[src/rtl/mpmc10_pkg.sv]
// Shared encodings for the mpmc10 controller state machines and their monitors.
package mpmc10_pkg;

    localparam int unsigned IDLE           = 0;
    localparam int unsigned MPMC10_STATE_W = 4;

endpackage

[src/rtl/mpmc10_hist_shift.sv]
// DEPTH-entry shift register of departed states; entry 0 is the newest, cnt saturates at DEPTH.
module mpmc10_hist_shift #(
    parameter int unsigned W     = 4,
    parameter int unsigned DEPTH = 4,
    parameter logic [W-1:0] FILL = '0
) (
    input  logic                         clk,
    input  logic                         rst,
    input  logic                         clr,
    input  logic                         shift,
    input  logic [W-1:0]                 din,
    output logic [DEPTH*W-1:0]           q,
    output logic [$clog2(DEPTH+1)-1:0]   cnt
);

    localparam int unsigned CNTW = $clog2(DEPTH + 1);

    always_ff @(posedge clk) begin
        if (rst || clr) begin
            q   <= {DEPTH{FILL}};
            cnt <= '0;
        end else if (shift) begin
            for (int i = DEPTH - 1; i > 0; i--) begin
                q[i*W +: W] <= q[(i-1)*W +: W];
            end
            q[W-1:0] <= din;
            if (cnt != CNTW'(DEPTH)) begin
                cnt <= cnt + CNTW'(1);
            end
        end
    end

endmodule

[src/rtl/mpmc10_state_monitor.sv]
// State-history and stuck-state watchdog placed beside an mpmc10 state machine.
module mpmc10_state_monitor
    import mpmc10_pkg::*;
#(
    parameter int unsigned  SW      = MPMC10_STATE_W,
    parameter int unsigned  DEPTH   = 4,
    parameter int unsigned  CW      = 16,
    parameter int unsigned  TIMEOUT = 1023,
    parameter logic [SW-1:0] IDLE_ST = SW'(IDLE)
) (
    input  logic                         clk,
    input  logic                         rst,
    input  logic [SW-1:0]                state,
    input  logic                         clr,
    output logic [SW-1:0]                cur_state,
    output logic [SW-1:0]                prev_state,
    output logic                         state_chg,
    output logic [DEPTH*SW-1:0]          hist,
    output logic [$clog2(DEPTH+1)-1:0]   hist_cnt,
    output logic [CW-1:0]                dwell,
    output logic [CW-1:0]                trans_cnt,
    output logic                         timeout,
    output logic [SW-1:0]                timeout_state
);

    logic chg;
    logic stall;

    assign chg   = (state != cur_state);
    assign stall = !chg && (cur_state != IDLE_ST) && (dwell == CW'(TIMEOUT - 1));

    mpmc10_hist_shift #(
        .W     (SW),
        .DEPTH (DEPTH),
        .FILL  (IDLE_ST)
    ) u_hist (
        .clk   (clk),
        .rst   (rst),
        .clr   (clr),
        .shift (chg),
        .din   (cur_state),
        .q     (hist),
        .cnt   (hist_cnt)
    );

    always_ff @(posedge clk) begin
        if (rst) begin
            cur_state     <= IDLE_ST;
            prev_state    <= IDLE_ST;
            state_chg     <= 1'b0;
            dwell         <= '0;
            trans_cnt     <= '0;
            timeout       <= 1'b0;
            timeout_state <= IDLE_ST;
        end else begin
            cur_state <= state;
            state_chg <= chg;
            // The legacy idle/changed/hold rule always resolves to the incoming state.
            prev_state <= state;

            if (chg) begin
                dwell <= '0;
            end else if (dwell != {CW{1'b1}}) begin
                dwell <= dwell + CW'(1);
            end

            if (clr) begin
                trans_cnt <= '0;
            end else if (chg) begin
                trans_cnt <= trans_cnt + CW'(1);
            end

            if (clr) begin
                timeout       <= 1'b0;
                timeout_state <= IDLE_ST;
            end else if (!timeout && stall) begin
                timeout       <= 1'b1;
                timeout_state <= cur_state;
            end
        end
    end

endmodule

[config.mk]
export PLATFORM = sky130hd
export DESIGN_NAME = mpmc10_state_monitor
export DESIGN_NICKNAME = d
export VERILOG_FILES = /design/src/rtl/mpmc10_pkg.sv /design/src/rtl/mpmc10_hist_shift.sv /design/src/rtl/mpmc10_state_monitor.sv
export SDC_FILE = /design/constraint.sdc
export NUM_CORES = 1
export LEC_CHECK = 0
export ABC_CLOCK_PERIOD_IN_PS = 2100
export CAP_MARGIN = 15
export CORE_ASPECT_RATIO = 1.25
export CORE_UTILIZATION = 48
export CTS_CLUSTER_DIAMETER = 200
export DETAILED_ROUTE_END_ITERATION = 12
export GPL_TIMING_DRIVEN = 0
export PLACE_DENSITY = 0.81
export SYNTH_ARGS = -nofsm -noshare
export SYNTH_HDL_FRONTEND = slang
export SYNTH_SLANG_ARGS = --single-unit
[constraint.sdc]
create_clock -name clk -period 2.1 [get_ports clk]
set_input_delay 0.315 -clock clk [delete_from_list [all_inputs] [get_ports clk]]
set_output_delay 0.315 -clock clk [all_outputs]
set_load 0.01 [all_outputs]
[After elaboration in Yosys (flattened, before gate mapping)]
Index checks and enable logic that the tools add are counted.
Word-level totals
  bits in registers: 61
  bits of input ports: 7
  output and inout bits: 65
  word-level logic and storage cells: 25
Cells by class
  $add $sub $neg: 3
  equal/unequal tests: 4
  reduce and logical (&&, ||, !) cells: 10
Operator list (number)
  $add A16 B1 Y16 const B: 2
  $eq A16 B10 Y1 const B: 1
  $ne A16 B16 Y1 const B: 1
  $ne A4 B4 Y1: 1
  $reduce_bool A4 Y1: 1
  $reduce_or A2 Y1: 2
  $add A3 B1 Y3 const B: 1
  $logic_and A1 B1 Y1: 3
  $ne A3 B3 Y1 const B: 1
  $logic_not A1 Y1: 2
  $reduce_and A2 Y1: 1
  $logic_or A1 B1 Y1: 1

[Depth between registers and ports, before layout]
Gate-level depths: netlist of run 1.
  word-level depth: 5
  gate-level depth with buffers: 6
  gate-level depth less buffers: 6

[Hierarchy]
Synthesis of run 1 repeated with hierarchy kept, for this count alone.
Unflattened totals
  cell total of the unflattened synthesis: 308
  area, all modules: 2806.4 um^2
By module, submodules not included
  mpmc10_state_monitor: times used 1, cells an instance 238, area each 2040.7 um^2, seq. area each 840.8 um^2
  mpmc10_hist_shift: times used 1, cells an instance 70, area each 765.7 um^2, seq. area each 380.4 um^2

[Worst setup path after synthesis of run 1]
OpenSTA, ideal clock, no wires.
  path type: register to register
  start: register dwell[1]
  end: register dwell[1]
  library setup time: 0.128 ns
  data arrival time: 1.749 ns
  data required time: 1.972 ns
  slack: 0.223 ns
  stages on the path, launching flop included: 7
  path buffers: 1
  period minus slack after synthesis: 1.877 ns
  cells stage by stage: dfxtp_1 > ha_1 > nand3_1 > nor4_1 > buf_2 > mux2i_1 > nor2_1
Between the ends
  cells in the longest elaborated chain, start to end: 1
  elaborated cells on any way between the ends: 2
  those cells by class: add/sub: 1; eq/ne: 1
Ends and longest elaborated chain
  start, declared: RTL line mpmc10_state_monitor.sv:20  | output logic [CW-1:0] dwell,
  start signal, assigned: RTL line mpmc10_state_monitor.sv:64  | dwell <= dwell + CW'(1);
  $add A16 B1 Y16 / $ne A16 B16 Y1 (equally long branches): RTL line mpmc10_state_monitor.sv:64, mpmc10_state_monitor.sv:63
Parallel ways exist; a longest one is shown, timed or not.
A chain may end at the register's enable or synchronous reset.

==> impl_metrics.env, run 1 <==
export IMPL_final_common_cell="clkdlybuf4s50_1"
export IMPL_nNetsFinal=418
export IMPL_grt_usage=0.245
export IMPL_period_share=0.939
export IMPL_insertion_delay_ns=0.34
export IMPL_hold_depth=2
export IMPL_yosysWarnings=0
export IMPL_cp_buffers_inverters=2
export IMPL_setup_viol=0
export IMPL_rr_worst_depth=6
export IMPL_worst_setup_path_start_kind="flip-flop"
export IMPL_reg2reg_to="dwell[14]"
export IMPL_vias=2799
export IMPL_fp_dieH_um=86.2
export IMPL_dp_slack_ns=-0.445
export IMPL_holdCritStartpoint="u_hist.q[13]"
export IMPL_syn_area_um2=2720
export IMPL_crit_fanout=10
export IMPL_min_period_ns=1.97
export IMPL_cts_made_buffers=9
export IMPL_fin_skew_ns=0.00603
export IMPL_status="completed"
export IMPL_ys_types=35
export IMPL_path_cells="xor2_1, or4_1, buf_2, buf_4, nor2_1, o311a_1"
export IMPL_synth_cells=324
export IMPL_hold_violations=0
export IMPL_drt_antenna_violating_nets=0
export IMPL_n_fill_cell=434
export IMPL_core_area_um2=5440
export IMPL_p_per_area_nw_per_um2=641
export IMPL_dpl_instance_area_um2=3510
export IMPL_slew_violations=0
export IMPL_grt_pass1_wl_um=11700
export IMPL_clock_sinks=61
export IMPL_avgSynthCellArea_um2=8.40
export IMPL_drive_gt1_frac=0.0927
export IMPL_r2r_slack_ns=0.13
export IMPL_overflow=0
export IMPL_wl_per_cell_um=15.4
export IMPL_final_cell_area_um2=3760
export IMPL_syn_num_nets=336
export IMPL_hold_slack_ns=0.452
export IMPL_crit_slowest_cell="or4_1"
export IMPL_placementRows=30
export IMPL_ios=72
export IMPL_maxSlewHeadroom=0.464
export IMPL_max_clock_path_buffers=2
export IMPL_min_path_type="reg2reg"
export IMPL_rsz0062_at_grt="false"
export IMPL_finalWirelength_um=7320
export IMPL_fmaxAchievable_mhz=507
export IMPL_slowest_delay_ns=0.49
export IMPL_cts_hold_buffers=0
export IMPL_seq_area_um2=1220
export IMPL_cts_root_buf="clkbuf_8"
export IMPL_multi_input_comb_area_um2=1400
export IMPL_maxCapViolCount=0
export IMPL_gp_congestion=0.849
export IMPL_die_w_um=69.3
export IMPL_num_antenna_cells=0
export IMPL_worstMarginPinSlew_ns=0.798
export IMPL_io_buffers=71
export IMPL_drt_pass1_iterations=5
export IMPL_first_global_vias=2535
export IMPL_dieArea_um2=5970
export IMPL_antenna_found_initial=0
export IMPL_drcViolationCount=0
export IMPL_r2r_start="prev_state[3]"
export IMPL_fin_tns_setup_ns=0
export IMPL_syn2layout_area_growth_pct=38.2
export IMPL_initial_utilization=0.500
export IMPL_grt_max_degree=11
export IMPL_synth_seq_cells=61
export IMPL_worstPathArrival_ns=2.26
export IMPL_cts_clk_slew_worst_paths_ns=0.07
export IMPL_via_per_inst=5.91
export IMPL_p_leak_uw=0.00124
export IMPL_critPathRequiredTime_ns=2.39
export IMPL_path_delay_family="simple AND/OR/NAND/NOR gates"
export IMPL_critPathCaptureType="flip-flop"
export IMPL_h_tree_depth=3
export IMPL_cts_tree="built"
export IMPL_power_total_uw=2410
export IMPL_crit_type="reg2reg"
export IMPL_drtIter0Drc=334
export IMPL_layout_common_cells="clkdlybuf4s50_1, dfxtp_1, nand2_1, a21oi_1, or3_1"
export IMPL_dp_final_hpwl_um=4980
export IMPL_layout_setup_ws_ns=0.128
export IMPL_ir_drop_mv=0.421
export IMPL_ys_seq_area_frac=0.449
export IMPL_min_to="u_hist.q[13]"
[Yosys cell counts]
| library cell | number | area [um^2] |
|---|---|---|
| or2_2 | 1 | 6.26 |
| nand3_1 | 12 | 60.1 |
| o311ai_0 | 2 | 17.5 |
| ha_1 | 5 | 62.6 |
| a211oi_1 | 4 | 30.0 |
| nor2b_1 | 4 | 25.0 |
| o41ai_1 | 5 | 43.8 |
| clkbuf_1 | 9 | 33.8 |
| nor3_1 | 9 | 45.0 |
| a21oi_1 | 43 | 215 |
| o21ai_0 | 12 | 60.1 |
| dfxtp_1 | 61 | 1220 |
| xor2_1 | 5 | 43.8 |
| or4_1 | 6 | 45.0 |
| buf_4 | 5 | 37.5 |
| nand4_1 | 12 | 75.1 |
| mux2i_1 | 3 | 30.0 |
| o31a_1 | 1 | 8.76 |
| buf_2 | 7 | 35.0 |
| nand4_4 | 1 | 21.3 |
| inv_1 | 9 | 33.8 |
| o311a_1 | 1 | 10.0 |
| and4b_1 | 2 | 20.0 |
| nor4_1 | 5 | 31.3 |
| a31o_2 | 1 | 8.76 |
| nor2_1 | 15 | 56.3 |
| nand2_1 | 45 | 169 |
| a31oi_1 | 2 | 12.5 |
| nor4b_1 | 1 | 8.76 |
| o31ai_1 | 7 | 52.6 |
| and3_1 | 4 | 25.0 |
| xnor2_1 | 3 | 26.3 |
| and4_1 | 4 | 35.0 |
| or3_1 | 17 | 106 |
| o21a_1 | 1 | 7.51 |
[power breakdown]
part           internal [uW]  switching (uW)  total, uW
combinational           74.4            92.8        167
sequential              1170            17.1       1190
clock                    601             453       1050
[area by class of cell]
| type | instances | share of cell area |
|---|---|---|
| sequential | 61 | 0.326 |
| clock buffer | 11 | 0.0403 |
| clock inverter | 4 | 0.0126 |
| buffer | 21 | 0.0300 |
| timing repair buffer | 71 | 0.189 |
| inverter | 9 | 0.00899 |
| multi-input combinational | 233 | 0.372 |
| tap | 64 | 0.0213 |
[worst register-to-register path, delay by kind of cell, from the launching register on]
kind	cells	cell delay, ns
simple gates	2	0.67
flops	1	0.47
buf+inv	2	0.38
xor+xnor	1	0.22
compound gates	1	0.19
[per-stage QoR]
stage / utilization / std cells
5_1_grt: 0.691 / 474
6_report: 0.691 / 474
3_3_place_gp: 0.645 / 459
4_1_cts: 0.684 / 474
3_5_place_dp: 0.645 / 459
2_1_floorplan: - / 324
[worst max-delay path by stage]
stage	startpoint	end	slack, ns	depth (start not counted)
global route	state[1]	dwell[14]	0.02	7
CTS	dwell[1]	dwell[1]	0.006	6
finish	prev_state[3]	dwell[14]	0.13	6
global placement	state[0]	timeout_state[1]	-0.41	7
floorplan	dwell[1]	dwell[1]	0.22	6
detailed placement	state[0]	timeout_state[3]	-0.45	7
[registers in the layout, summed over array words and instances, names as in the netlist]
signal / flops
timeout_state: 4
dwell: 16
trans_cnt: 16
timeout: 1
prev_state: 4
u_hist.q: 16
u_hist.cnt: 3
state_chg: 1
[timing repair]
item / CTS / global route
endpoints found under the setup margin: 39 / 28
resized for setup: 2 / 11
setup buffers: 0 / 0
endpoints found under the hold margin: 0 / 0
[metal layers]
layer | track usage | share of wire
met1 | 0.294 | 0.40
met2 | 0.425 | 0.51
met3 | 0.0447 | 0.058
met4 | 0.115 | 0.026
met5 | 0 | 0
[logic make-up (layout without fill, tap and decap cells)]
group                      count (synthesis)  count (layout)  synth area share
buffers and inverters                     30             116            0.0515
and+or+nand+nor                          138             138             0.268
adders and majority gates                  5               5            0.0230
DFF                                       61              61             0.449
AOI/OAI and AO/OA                         79              79             0.172
xor gates and xnor gates                   8               8            0.0258
muxes                                      3               3            0.0110
No activity file was read; power rests on OpenSTA's default activity.
==> run 2, diff against run 1 <==
--- a/config.mk
+++ b/config.mk
@@ -12,6 +12,7 @@
 export CTS_CLUSTER_DIAMETER = 200
 export DETAILED_ROUTE_END_ITERATION = 12
 export GPL_TIMING_DRIVEN = 0
+export HOLD_SLACK_MARGIN = 0.1
 export PLACE_DENSITY = 0.81
 export SYNTH_ARGS = -nofsm -noshare
 export SYNTH_HDL_FRONTEND = slang
==> results of run 2 <==
Same layout as run 1: the final DEF is identical, and so are final timing and power.
